### config.mk
export PLATFORM = sky130hd
export DESIGN_NAME = alu_seq
export DESIGN_NICKNAME = d
export VERILOG_FILES = /design/src/rtl/alu_seq.sv
export SDC_FILE = /design/constraint.sdc
export NUM_CORES = 1
export LEC_CHECK = 0
export BUFFER_PORTS_ARGS = -buffer_cell sky130_fd_sc_hd__buf_4
export CAP_MARGIN = 20
export CORE_UTILIZATION = 58
export CTS_CLUSTER_SIZE = 10
export DETAILED_ROUTE_END_ITERATION = 16
export GPL_TIMING_DRIVEN = 0
export PLACE_DENSITY = 0.89
export SLEW_MARGIN = 10
export SYNTH_ARGS = -nofsm -noshare
export SYNTH_HDL_FRONTEND = slang
export SYNTH_SLANG_ARGS = --single-unit
### constraint.sdc
create_clock -name i_clk -period 6.1 [get_ports i_clk]
set_clock_uncertainty 0.2 [all_clocks]
set_input_delay 0 -clock i_clk [delete_from_list [all_inputs] [get_ports i_clk]]
set_output_delay 0 -clock i_clk [all_outputs]
set_load 0.01 [all_outputs]
### src/rtl/alu_seq.sv
// Multi-cycle ALU: single-cycle logic/arith/shift/compare ops, iterative shift-add MUL and
// restoring DIV/MOD behind valid/ready handshakes on both the request and result side.
module alu_seq #(
    parameter int WIDTH    = 32,
    parameter bit FAST_MUL = 1'b0
) (
    input  logic             i_clk,
    input  logic             i_rst,
    input  logic             i_valid,
    output logic             o_ready,
    input  logic [3:0]       i_ctl,
    input  logic [WIDTH-1:0] i_op1,
    input  logic [WIDTH-1:0] i_op2,
    output logic             o_valid,
    input  logic             i_ready,
    output logic [WIDTH-1:0] o_res,
    output logic             o_dbz,
    output logic             o_busy
);
    localparam int SW = $clog2(WIDTH);
    localparam logic [SW-1:0] LAST = SW'(WIDTH - 1);

    localparam logic [3:0] ALU_ADD = 4'h0;
    localparam logic [3:0] ALU_SUB = 4'h1;
    localparam logic [3:0] ALU_AND = 4'h2;
    localparam logic [3:0] ALU_OR  = 4'h3;
    localparam logic [3:0] ALU_XOR = 4'h4;
    localparam logic [3:0] ALU_SLL = 4'h5;
    localparam logic [3:0] ALU_SRL = 4'h6;
    localparam logic [3:0] ALU_SRA = 4'h7;
    localparam logic [3:0] ALU_SLA = 4'h8;
    localparam logic [3:0] ALU_SIE = 4'h9;
    localparam logic [3:0] ALU_SIL = 4'hA;
    localparam logic [3:0] ALU_MUL = 4'hB;
    localparam logic [3:0] ALU_DIV = 4'hC;
    localparam logic [3:0] ALU_MOD = 4'hD;

    typedef enum logic [1:0] {S_IDLE, S_BUSY, S_DONE} state_t;

    state_t r_state, w_next;

    logic [WIDTH-1:0]        r_a, r_b, r_acc, r_res;
    logic [SW-1:0]           r_cnt;
    logic                    r_dbz, r_is_mul, r_is_mod;

    logic                    w_accept, w_iter_op;
    logic [SW-1:0]           w_shamt;
    logic signed [WIDTH-1:0] w_op1_s;
    logic [WIDTH-1:0]        w_res1;
    logic [WIDTH-1:0]        w_mul_acc, w_diff, w_rem_nx, w_quo_nx;
    logic [WIDTH:0]          w_trial;
    logic                    w_ge;

    assign w_accept  = i_valid & o_ready;
    assign w_iter_op = (i_ctl == ALU_DIV) || (i_ctl == ALU_MOD) ||
                       ((i_ctl == ALU_MUL) && !FAST_MUL);
    assign w_shamt   = i_op2[SW-1:0];
    assign w_op1_s   = i_op1;

    always_comb begin
        w_res1 = '0;
        case (i_ctl)
            ALU_ADD:          w_res1 = i_op1 + i_op2;
            ALU_SUB:          w_res1 = i_op1 - i_op2;
            ALU_AND:          w_res1 = i_op1 & i_op2;
            ALU_OR:           w_res1 = i_op1 | i_op2;
            ALU_XOR:          w_res1 = i_op1 ^ i_op2;
            ALU_SLL, ALU_SLA: w_res1 = i_op1 << w_shamt;
            ALU_SRL:          w_res1 = i_op1 >> w_shamt;
            ALU_SRA:          w_res1 = w_op1_s >>> w_shamt;
            ALU_SIE:          w_res1 = WIDTH'(i_op1 == i_op2);
            ALU_SIL:          w_res1 = WIDTH'(i_op1 < i_op2);
            ALU_MUL:          w_res1 = FAST_MUL ? i_op1 * i_op2 : '0;
            default:          w_res1 = '0;
        endcase
    end

    // One iteration step. MUL: r_a multiplicand, r_b multiplier, r_acc partial product.
    // DIV/MOD: r_a divisor, r_b dividend shifting into quotient, r_acc remainder.
    // A zero divisor always "fits", which yields an all-ones quotient and remainder == op1.
    assign w_mul_acc = r_acc + (r_b[0] ? r_a : '0);
    assign w_trial   = {r_acc, r_b[WIDTH-1]};
    assign w_ge      = w_trial >= {1'b0, r_a};
    assign w_diff    = w_trial[WIDTH-1:0] - r_a;
    assign w_rem_nx  = w_ge ? w_diff : w_trial[WIDTH-1:0];
    assign w_quo_nx  = {r_b[WIDTH-2:0], w_ge};

    always_ff @(posedge i_clk) begin
        if (i_rst) r_state <= S_IDLE;
        else       r_state <= w_next;
    end

    always_comb begin
        w_next  = r_state;
        o_ready = 1'b0;
        o_valid = 1'b0;
        o_busy  = 1'b0;
        case (r_state)
            S_IDLE: begin
                o_ready = 1'b1;
                if (i_valid) w_next = w_iter_op ? S_BUSY : S_DONE;
            end
            S_BUSY: begin
                o_busy = 1'b1;
                if (r_cnt == LAST) w_next = S_DONE;
            end
            S_DONE: begin
                o_valid = 1'b1;
                o_ready = i_ready;
                if (i_ready) begin
                    if (i_valid) w_next = w_iter_op ? S_BUSY : S_DONE;
                    else         w_next = S_IDLE;
                end
            end
            default: w_next = S_IDLE;
        endcase
    end

    always_ff @(posedge i_clk) begin
        if (i_rst) begin
            r_res <= '0;
            r_dbz <= 1'b0;
        end else if (w_accept) begin
            r_cnt    <= '0;
            r_is_mul <= (i_ctl == ALU_MUL);
            r_is_mod <= (i_ctl == ALU_MOD);
            r_acc    <= '0;
            r_a      <= (i_ctl == ALU_MUL) ? i_op1 : i_op2;
            r_b      <= (i_ctl == ALU_MUL) ? i_op2 : i_op1;
            if (w_iter_op) begin
                r_dbz <= (i_ctl != ALU_MUL) && (i_op2 == '0);
            end else begin
                r_res <= w_res1;
                r_dbz <= 1'b0;
            end
        end else if (r_state == S_BUSY) begin
            r_cnt <= r_cnt + SW'(1);
            if (r_is_mul) begin
                r_acc <= w_mul_acc;
                r_a   <= r_a << 1;
                r_b   <= r_b >> 1;
            end else begin
                r_acc <= w_rem_nx;
                r_b   <= w_quo_nx;
            end
            if (r_cnt == LAST)
                r_res <= r_is_mul ? w_mul_acc : (r_is_mod ? w_rem_nx : w_quo_nx);
        end
    end

    assign o_res = r_res;
    assign o_dbz = r_dbz;
endmodule
==> results.toml, run 1 <==
[status]
outcome = "aborted with a tool error"
failing_step = "global routing"
first-error = "[ERROR GRT-0116] Global routing finished with congestion. Check the congestion regions in the DRC Viewer."

[logic_synthesis]
synth_top_family_by_area = "compound AO/OA/AOI/OAI gates"
synth_area_per_cell_sq_um = 7.32
syn_nets = 2937
synth_top_area_cell = "edfxtp_1"
yosysUniqueCellTypes = 86
synth_edf_count = 103
synthFlopType = "edfxtp_1"
synth_seq_cells = 138
synthAdderAreaFrac_pct = 11.1
yosysSeqAreaShare_pct = 19.3
syn_area_sq_um = 19700
synth-compound-area-share_pct = 29.7
synth_xor_area_share_pct = 3.78
muxShareOfSynthArea_pct = 8.68
async_flop_share_pct = 0
synth-warning-count = 0
syn_inst = 2692
synth.top_cell.area_share_pct = 15.7
synthTopCellsByArea = "edfxtp_1, ha_1, o21ai_0, nand2_1, nor2_1"
synth-simple-area-share_pct = 20.3

[placement]
port_buffers = 105
dp_slack_ps = -98.8
gp_congestion = 1.21
hpwl_microns = 79800

[die]
start_util_pct = 58.9
fp.dieW_microns = 186
rows = 67
dieHeight_microns = 186
pin_count = 108

[global_route]
grt_usage_pct = 65.6
grt_pass1_vias = 25500
grt_max_degree = 33
grt_pass1_wl_microns = 165000
grt.overflow.total = 7

[clocking]
clockBufferDepth = 2
cts_buffers = 17
cts_sinks = 138
ctsResizeCount = 0
post_cts_buffers = 0
cts_root_buf = "clkbuf_16"
h-tree-depth = 4
hold_buffers = 47
## Yosys cell counts, drive strengths merged (12+ instances only)
cell and count:
nand2 314, o21ai 307, nor2 304, a21oi 227, ha 169, inv 147
clkbuf 121, edfxtp 103, mux2i 92, nor3 67, buf 64, xnor2 57
a21o 44, and2 41, nand3 41, a211oi 39, a31oi 37, o211ai 36
dfxtp 35, a221oi 31, mux4 31, xor2 28, nand4 24, nor4 24
o21bai 23, nor2b 22, nand2b 19, o21a 17, o31ai 17, a2111oi 16
a311oi 16, and3 15, a211o 14, o22ai 13, a22oi 12
## routing by layer
metal,GRT overflow,track usage (%)
met4,1,62.2
met2,6,85.9
met5,0,14.1
met1,0,69.3
met3,0,42.3
## per-stage QoR
step                      std cells  utilization (%)  hold slack (ps)  area (sq um)  TNS (ps)
after floorplan                2692                -            -33.8         19700         0
after global placement         3245             62.9             70.5         21000   -118980
after detailed placement       3248             63.1             77.8         21100     -98.8
after CTS                      3327             66.2             10.3         22100         0
## cell families after synthesis
group | Yosys count
AOI/OAI and AO/OA | 930
adders and majority gates | 173
muxes | 131
buffers and inverters | 334
DFF | 138
and+or+nand+nor | 901
xor gates and xnor gates | 85
==> run 2, diff against run 1 <==
--- a/config.mk
+++ b/config.mk
@@ -7,11 +7,10 @@
 export LEC_CHECK = 0
 export BUFFER_PORTS_ARGS = -buffer_cell sky130_fd_sc_hd__buf_4
 export CAP_MARGIN = 20
-export CORE_UTILIZATION = 58
-export CTS_CLUSTER_SIZE = 10
+export CORE_UTILIZATION = 40
 export DETAILED_ROUTE_END_ITERATION = 16
 export GPL_TIMING_DRIVEN = 0
-export PLACE_DENSITY = 0.89
+export PLACE_DENSITY_LB_ADDON = 0.15
 export SLEW_MARGIN = 10
 export SYNTH_ARGS = -nofsm -noshare
 export SYNTH_HDL_FRONTEND = slang
==> constraint.sdc (replaced) <==
create_clock -name i_clk -period 7.9 [get_ports i_clk]
set_clock_uncertainty 0.2 [all_clocks]
set_input_delay 0 -clock i_clk [delete_from_list [all_inputs] [get_ports i_clk]]
set_output_delay 0 -clock i_clk [all_outputs]
set_load 0.01 [all_outputs]
==> results.toml, run 2 <==
[sta]
fmax_mhz = 161
setup_viol = 0
hold_violations = 0
period_share_pct = 78.5
drv_slew = 0
worst_pin_slew_ps = 1170
rsz0062_at_grt = "no"
slew_headroom_pct = 21.3
final.min_clock_period_ps = 6200

[hold_path]
worstHoldPathType = "input pin to flop"
hold_end = "r_a[7]$_DFFE_PP_"
min_path_cells = 5
hold_start = "i_op1[7]"

[logic_synthesis]
synth_top_area_cell = "edfxtp_1"
synth_area_per_cell_sq_um = 7.32
synth.top_cell.area_share_pct = 15.7
yosysSeqAreaShare_pct = 19.3
syn_nets = 2937
synth-warning-count = 0
syn_inst = 2692
yosys-top-cells-count = "nand2_1, nor2_1, o21ai_0, a21oi_1, ha_1"
syn_area_sq_um = 19700
async_flop_share_pct = 0
synth_edf_count = 103
synth_seq_cells = 138
synthFlopType = "edfxtp_1"
synthTopCellsByArea = "edfxtp_1, ha_1, o21ai_0, nand2_1, nor2_1"
synth_most_common_cell = "nand2_1"
yosysUniqueCellTypes = 86

[setup_path]
r2r-start = "r_b[0]$_DFFE_PP_"
worstPathRequired_ps = 8010
arrival_ps = 6310
ff2ff_setup_slack_ps = 2930
crit_type = "input pin to flop"
ff2ff_path_depth = 14
critPathLaunchType = "input pin"
cp_max_fo = 11
r2r_end = "o_res[26]$_SDFFE_PP0P_"
crit_path_end_kind = "flop"

[power_and_ir_drop]
power.leakage_nw = 9.11
power_density_nw_per_um2 = 152
fin_total_pwr_mw = 3.41
ir_worst_vdd_uv = 151

[cells_and_area]
n_fill_cell = 4958
antenna_cells = 0
nets = 3103
final_layout_size_suffix_gt1_share_pct = 8.74
layout.cells.non_filler = 3527
final_core_util_pct = 46.5
area_delta_synth_final_pct = 13.5
final_common_cell = "nand2_1"
layout_common_cells = "nand2_1, nor2_1, o21ai_0, a21oi_1, ha_1"

[global_route]
grt.overflow.total = 0
grt_max_degree = 28
grt_pass1_wl_microns = 155000
grt_usage_pct = 42.8
antenna_found_initial = 1
grt_pass1_vias = 22100

[routing]
drtIter0Drc = 2870
avgRoutedWirePerCell_microns = 31.3
wl_microns = 110000
ant_nets = 0
drc_errors = 0
drt_pass1_iterations = 6
vias_per_cell = 6.58
vias = 23200

[clocking]
ctsResizeCount = 0
cts_root_buf = "clkbuf_16"
post_cts_buffers = 0
path_clk_slew_ps = 60
cts_sinks = 138
clock_latency_ps = 440
cts_tree = "yes"
cts_buffers = 17
clockBufferDepth = 2
h-tree-depth = 4
hold_buffers = 37

[die]
dieHeight_microns = 224
die_area_sq_um = 50100
pin_count = 108
rows = 80
fp.dieW_microns = 224
start_util_pct = 40.9
coreArea_sq_um = 48100

[placement]
port_buffers = 105
gp_congestion = 1.08
hpwl_microns = 90100
dp_cells = 3457

[run]
drv_cap = 0

[status]
outcome = "finished clean"
==> run 2: report_power, final <==
group / internal, mW / total [mW] / switching (mW)
Clock: 0.480 / 0.834 / 0.353
Combinational: 0.552 / 1.67 / 1.12
Sequential: 0.858 / 0.910 / 0.0519
==> run 2: metrics by stage <==
stage | setup TNS (ps) | hold slack [ps] | cell area, sq um | setup slack, ps
after floorplan | 0 | -33.8 | 19700 | 1900
after global placement | -23680 | 73.1 | 21300 | -748
after detailed placement | 0 | 83.2 | 21400 | 1510
after CTS | 0 | 5.76 | 22400 | 1960
after global routing | 0 | 47.5 | 22400 | 1780
final | 0 | 10.5 | 22400 | 1700
==> run 2: final cells by class <==
class / instances / area (sq um) / area share (%)
clock buffer: 18 / 439 / 1.96
inverter: 149 / 559 / 2.50
tap: 656 / 821 / 3.67
multi-input combinational: 2220 / 14500 / 64.9
clock inverter: 14 / 161 / 0.722
timing repair buffer: 147 / 1230 / 5.49
sequential: 138 / 3790 / 17.0
buffer: 185 / 843 / 3.77
==> run 2: metal layers <==
layer / vias up / wire (microns) / GRT usage, % / part of all wire, %
li1: 10200 / - / - / -
met3: 369 / 9580 / 5.61 / 8.7
met4: 2 / 8810 / 29.9 / 8.0
met1: 11100 / 41700 / 52.1 / 38
met5: - / 13 / 0 / 0.012
met2: 1524 / 50100 / 70.3 / 45
==> run 2: critical path, cell delays in order <==
cell       delay (ps)
buf_4             120
clkbuf_1          330
inv_1             260
clkbuf_1          680
buf_1             910
ha_1              470
inv_1             100
o21a_1            170
o21ai_1           150
a2111oi_1         810
nor2_1            220
o2111ai_1         420
o221ai_1          300
o31ai_1           640
a31oi_1           360
nor3_1            270
nor3_1             70
==> run 2: worst max-delay path by stage <==
stage                            startpoint  slack [ps]                    end
floorplan           r_state[0]$_SDFFE_PP0P_        1900   r_a[0]$_SDFFCE_PN0P_
global placement    r_state[0]$_SDFFE_PP0P_        -750      r_a[29]$_DFFE_PP_
detailed placement                 i_op2[3]        1510  o_res[0]$_SDFFE_PP0P_
CTS                                i_op2[3]        1960  o_res[0]$_SDFFE_PP0P_
global route                       i_op2[3]        1780  o_res[0]$_SDFFE_PP0P_
finish                             i_op2[3]        1700  o_res[0]$_SDFFE_PP0P_
==> run 2: cells by family (layout without fill, tap and decap cells) <==
group	after synthesis	count (layout)	synth area share, %
AOI/OAI and AO/OA	930	930	29.7
adders and majority gates	173	173	11.1
buffers and inverters	334	513	7.12
DFF	138	138	19.3
and+or+nand+nor	901	901	20.3
xor gates and xnor gates	85	85	3.78
muxes	131	131	8.68
Power figures use the tool's default switching activity.
